`config.mk`:
```
export PLATFORM = sky130hd
export DESIGN_NAME = cordic_post_proc
export DESIGN_NICKNAME = d
export VERILOG_FILES = /design/src/rtl/cordic_pkg.sv /design/src/rtl/cordic_round_sat.sv /design/src/rtl/cordic_post_proc.sv
export SDC_FILE = /design/constraint.sdc
export NUM_CORES = 1
export LEC_CHECK = 0
export CAP_MARGIN = 20
export CORE_ASPECT_RATIO = 2
export CORE_MARGIN = 2
export CORE_UTILIZATION = 40
export CTS_CLUSTER_DIAMETER = 30
export DETAILED_ROUTE_END_ITERATION = 8
export PLACE_DENSITY = 0.64
export SLEW_MARGIN = 5
export SYNTH_ARGS = -nofsm -noshare
export SYNTH_HDL_FRONTEND = slang
export SYNTH_HIERARCHICAL = 1
export SYNTH_SLANG_ARGS = --single-unit
```
`constraint.sdc`:
```
create_clock -name clk -period 7.55 [get_ports clk]
set_input_delay 1.51 -clock clk [delete_from_list [all_inputs] [get_ports clk]]
set_output_delay 1.51 -clock clk [all_outputs]
set_load 0.02 [all_outputs]
```
`src/rtl/cordic_pkg.sv`:
```
// Shared constants and helpers for the CORDIC output stage.
package cordic_pkg;

  // Quadrant correction codes
  localparam logic [1:0] QUAD_0   = 2'b00;
  localparam logic [1:0] QUAD_90  = 2'b01;
  localparam logic [1:0] QUAD_180 = 2'b10;
  localparam logic [1:0] QUAD_270 = 2'b11;

  // 1/K ~= 0.60725 in Q0.16
  localparam int unsigned CORDIC_INV_K_Q16 = 39797;

  // Largest value representable in a w-bit two's complement word
  function automatic longint sat_max(input int unsigned w);
    return (longint'(1) << (w - 1)) - longint'(1);
  endfunction

  // Smallest value representable in a w-bit two's complement word
  function automatic longint sat_min(input int unsigned w);
    return -(longint'(1) << (w - 1));
  endfunction

endpackage

```
`src/rtl/cordic_round_sat.sv`:
```
// Round-half-up, arithmetic shift right and clamp of one signed channel.
module cordic_round_sat
  import cordic_pkg::*;
#(
  parameter int unsigned IN_W  = 34,
  parameter int unsigned SHIFT = 16,
  parameter int unsigned OUT_W = 16
) (
  input  logic signed [IN_W-1:0]  din,
  output logic signed [OUT_W-1:0] dout,
  output logic                    sat
);

  // One guard bit so adding the rounding constant can never wrap
  localparam int unsigned RW = IN_W + 1;
  localparam logic signed [RW-1:0] RND   = RW'(1) << (SHIFT - 1);
  localparam logic signed [RW-1:0] MAX_V = RW'(sat_max(OUT_W));
  localparam logic signed [RW-1:0] MIN_V = RW'(sat_min(OUT_W));

  logic signed [RW-1:0] sum;
  logic signed [RW-1:0] shr;

  // Round, shift down and clamp to the output range
  always_comb begin
    sum  = {din[IN_W-1], din} + RND;
    shr  = sum >>> SHIFT;
    sat  = 1'b0;
    dout = shr[OUT_W-1:0];
    if (shr > MAX_V) begin
      sat  = 1'b1;
      dout = MAX_V[OUT_W-1:0];
    end else if (shr < MIN_V) begin
      sat  = 1'b1;
      dout = MIN_V[OUT_W-1:0];
    end
  end

endmodule

```
`src/rtl/cordic_post_proc.sv`:
```
// CORDIC output stage: quadrant correction, gain compensation,
// round/saturate, as a 3-stage valid/ready pipeline with tag sideband.
module cordic_post_proc
  import cordic_pkg::*;
#(
  parameter int unsigned DATA_W    = 16,
  parameter int unsigned GAIN_W    = 16,
  parameter int unsigned GAIN      = CORDIC_INV_K_Q16,
  parameter bit          GAIN_COMP = 1'b1,
  parameter int unsigned TAG_W     = 4
) (
  input  logic              clk,
  input  logic              rst_n,
  input  logic              in_valid,
  output logic              in_ready,
  input  logic [DATA_W-1:0] x_in,
  input  logic [DATA_W-1:0] y_in,
  input  logic [1:0]        quad_in,
  input  logic [TAG_W-1:0]  tag_in,
  output logic              out_valid,
  input  logic              out_ready,
  output logic [DATA_W-1:0] cos_out,
  output logic [DATA_W-1:0] sin_out,
  output logic [TAG_W-1:0]  tag_out,
  output logic              sat_out,
  output logic              sat_sticky,
  input  logic              sat_clr
);

  localparam int unsigned CW = DATA_W + 1;
  localparam int unsigned PW = DATA_W + GAIN_W + 2;

  logic en1, en2, en3;

  logic                     v1_q, v1_d, v2_q, v2_d, v3_q, v3_d;
  logic signed [CW-1:0]     c1_q, c1_d, s1_q, s1_d;
  logic [TAG_W-1:0]         t1_q, t1_d, t2_q, t2_d, tag_q, tag_d;
  logic signed [PW-1:0]     c2_q, c2_d, s2_q, s2_d;
  logic signed [DATA_W-1:0] cos_q, cos_d, sin_q, sin_d;
  logic                     sat_q, sat_d, sticky_q, sticky_d;

  logic signed [CW-1:0]     x_w, y_w, c_corr, s_corr;
  logic signed [PW-1:0]     c_ext, s_ext, g_ext, c_scaled, s_scaled;
  logic signed [DATA_W-1:0] c_rs, s_rs;
  logic                     c_sat, s_sat;

  // Stage enables: a stage may load when it is empty or its successor moves
  always_comb begin
    en3      = out_ready | ~v3_q;
    en2      = en3 | ~v2_q;
    en1      = en2 | ~v1_q;
    in_ready = en1;
  end

  // S1 datapath: widen by one bit so negating the most negative input is exact
  always_comb begin
    x_w    = {x_in[DATA_W-1], x_in};
    y_w    = {y_in[DATA_W-1], y_in};
    c_corr = x_w;
    s_corr = y_w;
    case (quad_in)
      QUAD_0:   begin c_corr = x_w;  s_corr = y_w;  end
      QUAD_90:  begin c_corr = -y_w; s_corr = x_w;  end
      QUAD_180: begin c_corr = -x_w; s_corr = -y_w; end
      QUAD_270: begin c_corr = y_w;  s_corr = -x_w; end
      default:  begin c_corr = x_w;  s_corr = y_w;  end
    endcase
  end

  // S2 datapath: bypass pre-shifts so S3 rounding is identical in both modes
  always_comb begin
    c_ext = {{(PW-CW){c1_q[CW-1]}}, c1_q};
    s_ext = {{(PW-CW){s1_q[CW-1]}}, s1_q};
    g_ext = {{(PW-GAIN_W){1'b0}}, GAIN[GAIN_W-1:0]};
    if (GAIN_COMP) begin
      c_scaled = c_ext * g_ext;
      s_scaled = s_ext * g_ext;
    end else begin
      c_scaled = c_ext <<< GAIN_W;
      s_scaled = s_ext <<< GAIN_W;
    end
  end

  cordic_round_sat #(
    .IN_W  (PW),
    .SHIFT (GAIN_W),
    .OUT_W (DATA_W)
  ) u_rs_cos (
    .din  (c2_q),
    .dout (c_rs),
    .sat  (c_sat)
  );

  cordic_round_sat #(
    .IN_W  (PW),
    .SHIFT (GAIN_W),
    .OUT_W (DATA_W)
  ) u_rs_sin (
    .din  (s2_q),
    .dout (s_rs),
    .sat  (s_sat)
  );

  // Next-state for all stages; data only loads alongside a valid sample
  always_comb begin
    v1_d     = en1 ? in_valid : v1_q;
    c1_d     = c1_q;
    s1_d     = s1_q;
    t1_d     = t1_q;
    if (en1 && in_valid) begin
      c1_d = c_corr;
      s1_d = s_corr;
      t1_d = tag_in;
    end

    v2_d     = en2 ? v1_q : v2_q;
    c2_d     = c2_q;
    s2_d     = s2_q;
    t2_d     = t2_q;
    if (en2 && v1_q) begin
      c2_d = c_scaled;
      s2_d = s_scaled;
      t2_d = t1_q;
    end

    v3_d     = en3 ? v2_q : v3_q;
    cos_d    = cos_q;
    sin_d    = sin_q;
    tag_d    = tag_q;
    sat_d    = sat_q;
    if (en3 && v2_q) begin
      cos_d = c_rs;
      sin_d = s_rs;
      tag_d = t2_q;
      sat_d = c_sat | s_sat;
    end

    // set dominates a same-cycle clear
    sticky_d = (sticky_q & ~sat_clr) | (v3_q & out_ready & sat_q);
  end

  // Pipeline and status registers
  always_ff @(posedge clk or negedge rst_n) begin
    if (!rst_n) begin
      v1_q     <= 1'b0;
      v2_q     <= 1'b0;
      v3_q     <= 1'b0;
      c1_q     <= '0;
      s1_q     <= '0;
      t1_q     <= '0;
      c2_q     <= '0;
      s2_q     <= '0;
      t2_q     <= '0;
      cos_q    <= '0;
      sin_q    <= '0;
      tag_q    <= '0;
      sat_q    <= 1'b0;
      sticky_q <= 1'b0;
    end else begin
      v1_q     <= v1_d;
      v2_q     <= v2_d;
      v3_q     <= v3_d;
      c1_q     <= c1_d;
      s1_q     <= s1_d;
      t1_q     <= t1_d;
      c2_q     <= c2_d;
      s2_q     <= s2_d;
      t2_q     <= t2_d;
      cos_q    <= cos_d;
      sin_q    <= sin_d;
      tag_q    <= tag_d;
      sat_q    <= sat_d;
      sticky_q <= sticky_d;
    end
  end

  assign out_valid  = v3_q;
  assign cos_out    = cos_q;
  assign sin_out    = sin_q;
  assign tag_out    = tag_q;
  assign sat_out    = sat_q;
  assign sat_sticky = sticky_q;

endmodule

```
==> results of run 1 <==
-- critical path, delay by kind of cell, from the launching register on --
| family | cells | cell delay (ns) |
|---|---|---|
| xor gates and xnor gates | 1 | 0.14 |
| adders and majority gates | 7 | 3.32 |
| and+or+nand+nor | 2 | 0.71 |
| AOI/OAI and AO/OA | 6 | 1.37 |
| buffers and inverters | 4 | 0.23 |
| DFF | 1 | 0.49 |
-- metrics by stage --
| step | utilization | cells | hold slack, ns | instance area [µm²] | worst slack [ns] |
|---|---|---|---|---|---|
| global placement | 0.433 | 2722 | 0.484 | 20500 | 1.29 |
| global route | 0.445 | 2754 | 0.524 | 21100 | 0.799 |
| floorplan | - | 2055 | 0.475 | 19100 | 1.72 |
| CTS | 0.445 | 2754 | 0.499 | 21100 | 1.18 |
| finish | 0.445 | 2754 | 0.493 | 21100 | 1.17 |
| detailed placement | 0.433 | 2722 | 0.493 | 20500 | 1.18 |
-- registers in the layout, indices dropped and copies added, names as in the netlist --
signal,cells
c1_q,17
c2_q,19
cos_out,16
out_valid,1
s1_q,17
s2_q,19
sat_out,1
sat_sticky,1
sin_out,16
t1_q,4
t2_q,4
tag_out,4
v1_q,1
v2_q,1
-- worst paths after layout --
kind	from	to	slack [ns]	cells past startpoint
setup / recovery	c1_q[7]$_DFFE_PN0P_	c2_q[31]$_DFFE_PN0P_	1.17	20
hold / removal	t1_q[1]$_DFFE_PN0P_	t2_q[1]$_DFFE_PN0P_	0.49	1
setup reg to reg	c1_q[7]$_DFFE_PN0P_	c2_q[31]$_DFFE_PN0P_	1.17	20
hold reg to reg	t1_q[1]$_DFFE_PN0P_	t2_q[1]$_DFFE_PN0P_	0.49	1
max in group asynchronous	rst_n	c2_q[18]$_DFFE_PN0P_	5.03	2
min in group asynchronous	rst_n	sin_out[1]$_DFFE_PN0P_	1.20	1
-- layer usage --
layer | part of all wire | vias up | track usage
li1 | - | 6743 | -
met1 | 0.35 | 6829 | 0.205
met2 | 0.57 | 303 | 0.417
met3 | 0.023 | 123 | 0.0235
met4 | 0.061 | 0 | 0.120
met5 | 0 | - | 0
-- layout make-up --
cell class | instances | share of cell area
clock inverter | 12 | 0.00653
inverter | 472 | 0.0840
sequential | 121 | 0.144
timing repair buffer | 91 | 0.0415
tap | 632 | 0.0375
multi-input combinational | 1406 | 0.665
clock buffer | 20 | 0.0217
==> impl_metrics.tcl, run 1 <==
set metrics [dict create \
    critPathArrivalTime_ns 6.69 \
    rows 113 \
    layout_common_cells "472 x inv_1, 294 x ha_1, 245 x fa_1" \
    fillers 4618 \
    initial_core_util 0.403 \
    clock_latency_ns 0.45 \
    grt_pass1_vias 15442 \
    ctsHoldBuffers 0 \
    synth-warning-count 6 \
    drt-pass1-iter-count 6 \
    cp_max_fo 7 \
    period_needed_ns 6.38 \
    cts_resized 0 \
    maxSlewHeadroom 0.355 \
    ant_nets 0 \
    drive_gt1_frac 0.0622 \
    final_common_cell "inv_1" \
    crit_top_cell "fa_1" \
    synth_fp_nets 2637 \
    finalHoldViolations 0 \
    clk_transition_reported_paths_ns 0.07 \
    fin_setup_tns_ns 0 \
    vias_per_cell 5.08 \
    fin_skew_ns 0.0151 \
    netlist_area_um2 19100 \
    dieArea_um2 49600 \
    maxCapViolCount 0 \
    finalSetupViolCount 0 \
    syn_inst 2055 \
    fmax_ghz 0.157 \
    diodes 0 \
    ios 83 \
    path_cells "ha_1, inv_1, fa_1, fa_1, fa_1, inv_1, fa_1, inv_1, fa_1, inv_1, ha_1, nand3_1, or4_1, a21bo_2, a31oi_1, o21ai_1, a221oi_1, a21oi_1, xor2_1, o21ai_1" \
    numCtsBuffers 17 \
    multiInputGateArea_um2 14000 \
    grt_max_degree 87 \
    die_h_um 313 \
    grt_pass1_wl_mm 80.1 \
    grt_usage 0.212 \
    fp.dieW_um 158 \
    antenna_found_initial 0 \
    drt_wl_total_mm 49.1 \
    cts.sinks 121 \
    min_period_over_period 0.845 \
    dpl.hpwl_mm 42.7 \
    cts_tree "yes" \
    postCtsSetupRepairBufs 0 \
    worst_pin_slew_ns 0.967 \
    grt_overflow 0 \
    core_area_um2 47400 \
    vias 13998 \
    htreeDepth 4 \
    clk_path_buf_depth 2 \
    cts-root-buf "clkbuf_16" \
    path_class "reg2reg" \
    max_stage_delay_ns 0.60 \
    place.gp.congestion 0.931 \
    seqCellArea_um2 3030 \
    hold_class "reg2reg" \
    cp_slowest_cell "fa_1" \
    avgSynthCellArea_um2 9.29 \
    routedWlPerCell_um 17.8 \
    drt_iter0_markers 503 \
    drcViolationCount 0 \
    cp-end-kind "flip-flop" \
    areaGrowthSynthToFinish_pct 10.5 \
    nets 2691 \
    required_ns 7.86 \
    rsz0062_at_grt "no" \
    slew_violations 0 \
    portBuffers 82 \
    startpoint_type "flip-flop" \
    status "completed" \
]
Power of run 1 is not shown: default switching activity piles up to over one toggle a cycle in this logic, so the estimate is an artifact.
==> inputs of run 2 (changes only) <==
PLACE_DENSITY = 0.66   (was 0.64)
clock period = 5.1 ns   (was 7.55 ns; I/O delays follow)
==> impl_metrics.tcl, run 2 (same netlist as run 1, synthesis figures left out) <==
set metrics [dict create \
    crit_top_cell "inv_1" \
    initial_core_util 0.403 \
    antenna_found_initial 0 \
    cts.sinks 121 \
    fmax_ghz 0.179 \
    finalHoldViolations 0 \
    areaGrowthSynthToFinish_pct 31.5 \
    reg_top3 "c2_q x19, s2_q x19" \
    fp.dieW_um 158 \
    fin_util 0.530 \
    startpoint_type "flip-flop" \
    status "finished, violations left" \
    drive_gt1_frac 0.286 \
    cp_slowest_cell "fa_1" \
    worst_pin_slew_ns 0.964 \
    rows 113 \
    numCtsBuffers 17 \
    grt_pass1_wl_mm 85.7 \
    place_inst 2953 \
    path_class "reg2reg" \
    portBuffers 82 \
    path_cells "buf_4, ha_1, inv_1, fa_1, fa_2, inv_1, ha_4, fa_1, inv_1, fa_1, inv_1, ha_4, nand3_4, or4_4, a21bo_4, a31oi_4, o21ai_2, a221oi_2, a21oi_2, xor2_1, o21ai_1" \
    slew_violations 0 \
    ios 83 \
    hold_class "reg2reg" \
    drt-pass1-iter-count 5 \
    vias_per_cell 4.99 \
    layout_common_cells "432 x inv_1, 274 x buf_4, 223 x ha_1" \
    maxCapViolCount 0 \
    fin_skew_ns 0.0115 \
    cts_tree "yes" \
    min_period_over_period 1.10 \
    clk_transition_reported_paths_ns 0.06 \
    drt_wl_total_mm 52.9 \
    core_area_um2 47400 \
    cp-end-kind "flip-flop" \
    ctsHoldBuffers 0 \
    ant_nets 0 \
    clk_path_buf_depth 2 \
    vias 15228 \
    clock_latency_ns 0.43 \
    period_needed_ns 5.58 \
    grt_pass1_vias 17002 \
    diodes 0 \
    drt_iter0_markers 476 \
    required_ns 5.45 \
    finalNonFillerCells 3052 \
    die_h_um 313 \
    cts-root-buf "clkbuf_16" \
    dieArea_um2 49600 \
    finalSetupViolCount 31 \
    violations "negative setup slack" \
    critPathArrivalTime_ns 5.94 \
    grt_usage 0.224 \
    routedWlPerCell_um 17.3 \
    cp_max_fo 4 \
    drcViolationCount 0 \
    grt_overflow 0 \
    worst_slack_ns -0.485 \
    final_common_cell "inv_1" \
    place.gp.congestion 0.931 \
    htreeDepth 4 \
    grt_max_degree 70 \
    rsz0062_at_grt "yes" \
    maxSlewHeadroom 0.357 \
    nets 2989 \
    dpl.hpwl_mm 45.4 \
    max_stage_delay_ns 0.55 \
]
[run 2: worst max-delay path: cells and delay by family (launching register included)]
kind                     cells  cell delay (ns)
adder cells (fa/ha/maj)      7             2.86
AO/OA/AOI/OAI                6             1.05
AND/OR/NAND/NOR              2             0.57
flip-flops                   1             0.43
buffers and inverters        5             0.42
XOR/XNOR                     1             0.16
[run 2: final timing paths]
| kind | end | cells after the start | start | slack [ns] |
|---|---|---|---|---|
| max reg2reg | c2_q[31]$_DFFE_PN0P_ | 21 | c1_q[9]$_DFFE_PN0P_ | -0.48 |
| min reg2reg | cos_out[9]$_DFFE_PN0P_ | 1 | cos_out[9]$_DFFE_PN0P_ | 0.50 |
| min in group asynchronous | sin_out[14]$_DFFE_PN0P_ | 1 | rst_n | 0.66 |
| max | c2_q[31]$_DFFE_PN0P_ | 21 | c1_q[9]$_DFFE_PN0P_ | -0.48 |
| min | cos_out[9]$_DFFE_PN0P_ | 1 | cos_out[9]$_DFFE_PN0P_ | 0.50 |
| max in group asynchronous | s1_q[16]$_DFFE_PN0P_ | 2 | rst_n | 3.36 |
[run 2: area by class of cell]
| type | instances | area (µm²) |
|---|---|---|
| clock buffers | 18 | 429 |
| clock inverters | 14 | 141 |
| flip-flops and latches | 121 | 3070 |
| repair buffers | 389 | 3320 |
| inverters | 472 | 1780 |
| well taps | 632 | 791 |
| fillers | 4172 | 22300 |
| multi-input cells | 1406 | 15600 |
[run 2: metal layers]
layer  up-vias  share of wire  track usage
li1       7335              -            -
met1      7402           0.34        0.213
met2       333           0.57        0.443
met3       158          0.023       0.0218
met4         0          0.071        0.141
met5         -              0            0
[run 2: stage by stage]
stage                     hold slack [ns]  setup TNS (ns)  setup slack [ns]  area, µm²
after floorplan                     0.475          -0.999            -0.199      19800
after global placement              0.490           -9.04            -0.487      23000
after detailed placement            0.493          -12.05            -0.616      23000
after CTS                           0.507           -9.41            -0.521      24400
after global routing                0.517          -15.21            -0.674      25100
final                               0.501           -8.50            -0.485      25100
[run 2: repair_timing]
action | in CTS | in global routing
setup endpoints to repair | 36 | 38
pin swaps | 90 | 84
buffers inserted | 44 | 26
resized for setup | 122 | 104
Power of run 2 is left out for the same reason.
==> inputs of run 3 (changes only) <==
CTS_BUF_LIST = sky130_fd_sc_hd__clkbuf_4 sky130_fd_sc_hd__clkbuf_8   (was unset)
==> impl_metrics.tcl, run 3 (same netlist as run 1, synthesis figures left out) <==
set metrics [dict create \
    worst_pin_slew_ns 0.993 \
    finalSetupViolCount 32 \
    startpoint_type "flip-flop" \
    areaGrowthSynthToFinish_pct 29.0 \
    dpl.hpwl_mm 45.4 \
    fp.dieW_um 158 \
    fillers 4224 \
    ctsHoldBuffers 0 \
    clk_transition_reported_paths_ns 0.08 \
    ant_nets 0 \
    grt_pass1_wl_mm 85.0 \
    wl_met3_mm 1.18 \
    core_area_um2 47400 \
    path_class "reg2reg" \
    cts.sinks 121 \
    rsz0062_at_grt "yes" \
    drcViolationCount 0 \
    vias 15240 \
    reg_top3 "c2_q x19, s2_q x19" \
    grt_overflow 0 \
    clk_path_buf_depth 2 \
    required_ns 5.44 \
    vias_per_cell 5.00 \
    drive_gt1_frac 0.271 \
    critPathArrivalTime_ns 6.00 \
    die_h_um 313 \
    fin_util 0.520 \
    rows 113 \
    dieArea_um2 49600 \
    initial_core_util 0.403 \
    cts-root-buf "clkbuf_8" \
    period_needed_ns 5.67 \
    min_period_over_period 1.11 \
    crit_family "adder cells" \
    status "finished, violations left" \
    pre_cts_slack_ns -0.616 \
    layout_common_cells "436 x inv_1, 268 x buf_4, 230 x fa_1" \
    drt_iter0_markers 494 \
    fmax_ghz 0.177 \
    slew_violations 0 \
    violations "negative setup slack" \
    placed_area_um2 23000 \
    dr_wl_met2_mm 30.0 \
    place.gp.congestion 0.931 \
    cp.buffers_inverters 8 \
    max_stage_delay_ns 0.57 \
    final_common_cell "inv_1" \
    cp_slowest_cell "fa_1" \
    grt_max_degree 70 \
    finalHoldViolations 0 \
    cp-end-kind "flip-flop" \
    place_inst 2953 \
    worst_slack_ns -0.565 \
    htreeDepth 4 \
    drt-met1-wl_mm 17.9 \
    highest_layer "met4" \
    grt_pass1_vias 16854 \
    finalNonFillerCells 3046 \
    ios 83 \
    antenna_found_initial 1 \
    path_cells "buf_6, ha_4, inv_2, fa_1, fa_1, fa_1, inv_1, fa_1, inv_1, fa_1, inv_2, ha_4, nand3_4, or4_4, buf_4, nand2_2, o211ai_1, a21boi_1, o21ai_2, buf_4, buf_4, nand2b_1, xnor2_1, o21ai_0" \
    portBuffers 82 \
    grt_usage 0.223 \
    fin_area_um2 24600 \
    hold_class "reg2reg" \
    drt-pass1-iter-count 5 \
    cts_tree "yes" \
    numCtsBuffers 17 \
    clock_latency_ns 0.48 \
    cp_max_fo 5 \
    maxSlewHeadroom 0.338 \
    nets 2982 \
    maxCapViolCount 0 \
    drt_wl_total_mm 52.8 \
    routedWlPerCell_um 17.3 \
    crit_top_cell "fa_1" \
    fin_skew_ns 0.0189 \
]
[run 3: cell types whose count changed in the layout (fill, tap and decap cells not counted), moves of 8 or more]
cell       delta
fa_1         +12
clkbuf_16    -17
clkbuf_8     +17
fa_2         -12
ha_4          -8
[run 3: final timing paths]
check                      cells past startpoint                 from  slack, ns                       to
setup reg to reg                              24  c1_q[8]$_DFFE_PN0P_      -0.57     c2_q[17]$_DFFE_PN0P_
min in group asynchronous                      1                rst_n       0.61  sin_out[14]$_DFFE_PN0P_
hold reg to reg                                1  t2_q[3]$_DFFE_PN0P_       0.50   tag_out[3]$_DFFE_PN0P_
hold / removal                                 1  t2_q[3]$_DFFE_PN0P_       0.50   tag_out[3]$_DFFE_PN0P_
setup / recovery                              24  c1_q[8]$_DFFE_PN0P_      -0.57     c2_q[17]$_DFFE_PN0P_
max in group asynchronous                      2                rst_n       3.39     s1_q[16]$_DFFE_PN0P_
[run 3: layout make-up]
cell class / instances / area (µm²) / area share
Multi-Input combinational cell: 1406 / 15400 / 0.624
Timing Repair Buffer: 382 / 3240 / 0.131
Sequential cell: 121 / 3060 / 0.124
Inverter: 472 / 1780 / 0.0724
Tap cell: 632 / 791 / 0.0321
Clock buffer: 18 / 241 / 0.00981
Clock inverter: 14 / 141 / 0.00574
Antenna cell: 1 / 2.50 / 0.000102
[run 3: repair_timing]
item / 4_1_cts / 5_1_grt
setup buffers: 40 / 24
pin swaps: 79 / 79
gates resized for setup: 97 / 90
setup endpoints to repair: 36 / 38
[run 3: per-stage QoR]
stage | setup TNS, ns | hold slack (ns)
after floorplan | -0.999 | 0.475
after global placement | -9.04 | 0.490
after detailed placement | -12.05 | 0.493
after CTS | -9.26 | 0.512
after global routing | -16.67 | 0.522
final | -9.47 | 0.504
[run 3: layer usage]
layer | vias up | track usage
met4 | 0 | 0.134
li1 | 7324 | -
met3 | 163 | 0.0210
met2 | 337 | 0.445
met5 | - | 0
met1 | 7416 | 0.211
[run 3: worst reg2reg max path: cells and delay by family, from the launching register on]
kind | cells | cell delay, ns
AO/OA/AOI/OAI | 4 | 0.56
AND/OR/NAND/NOR | 4 | 0.68
buffers and inverters | 8 | 0.73
adder cells (fa/ha/maj) | 7 | 3.01
flip-flops | 1 | 0.45
XOR/XNOR | 1 | 0.12
Power of run 3 is left out for the same reason.
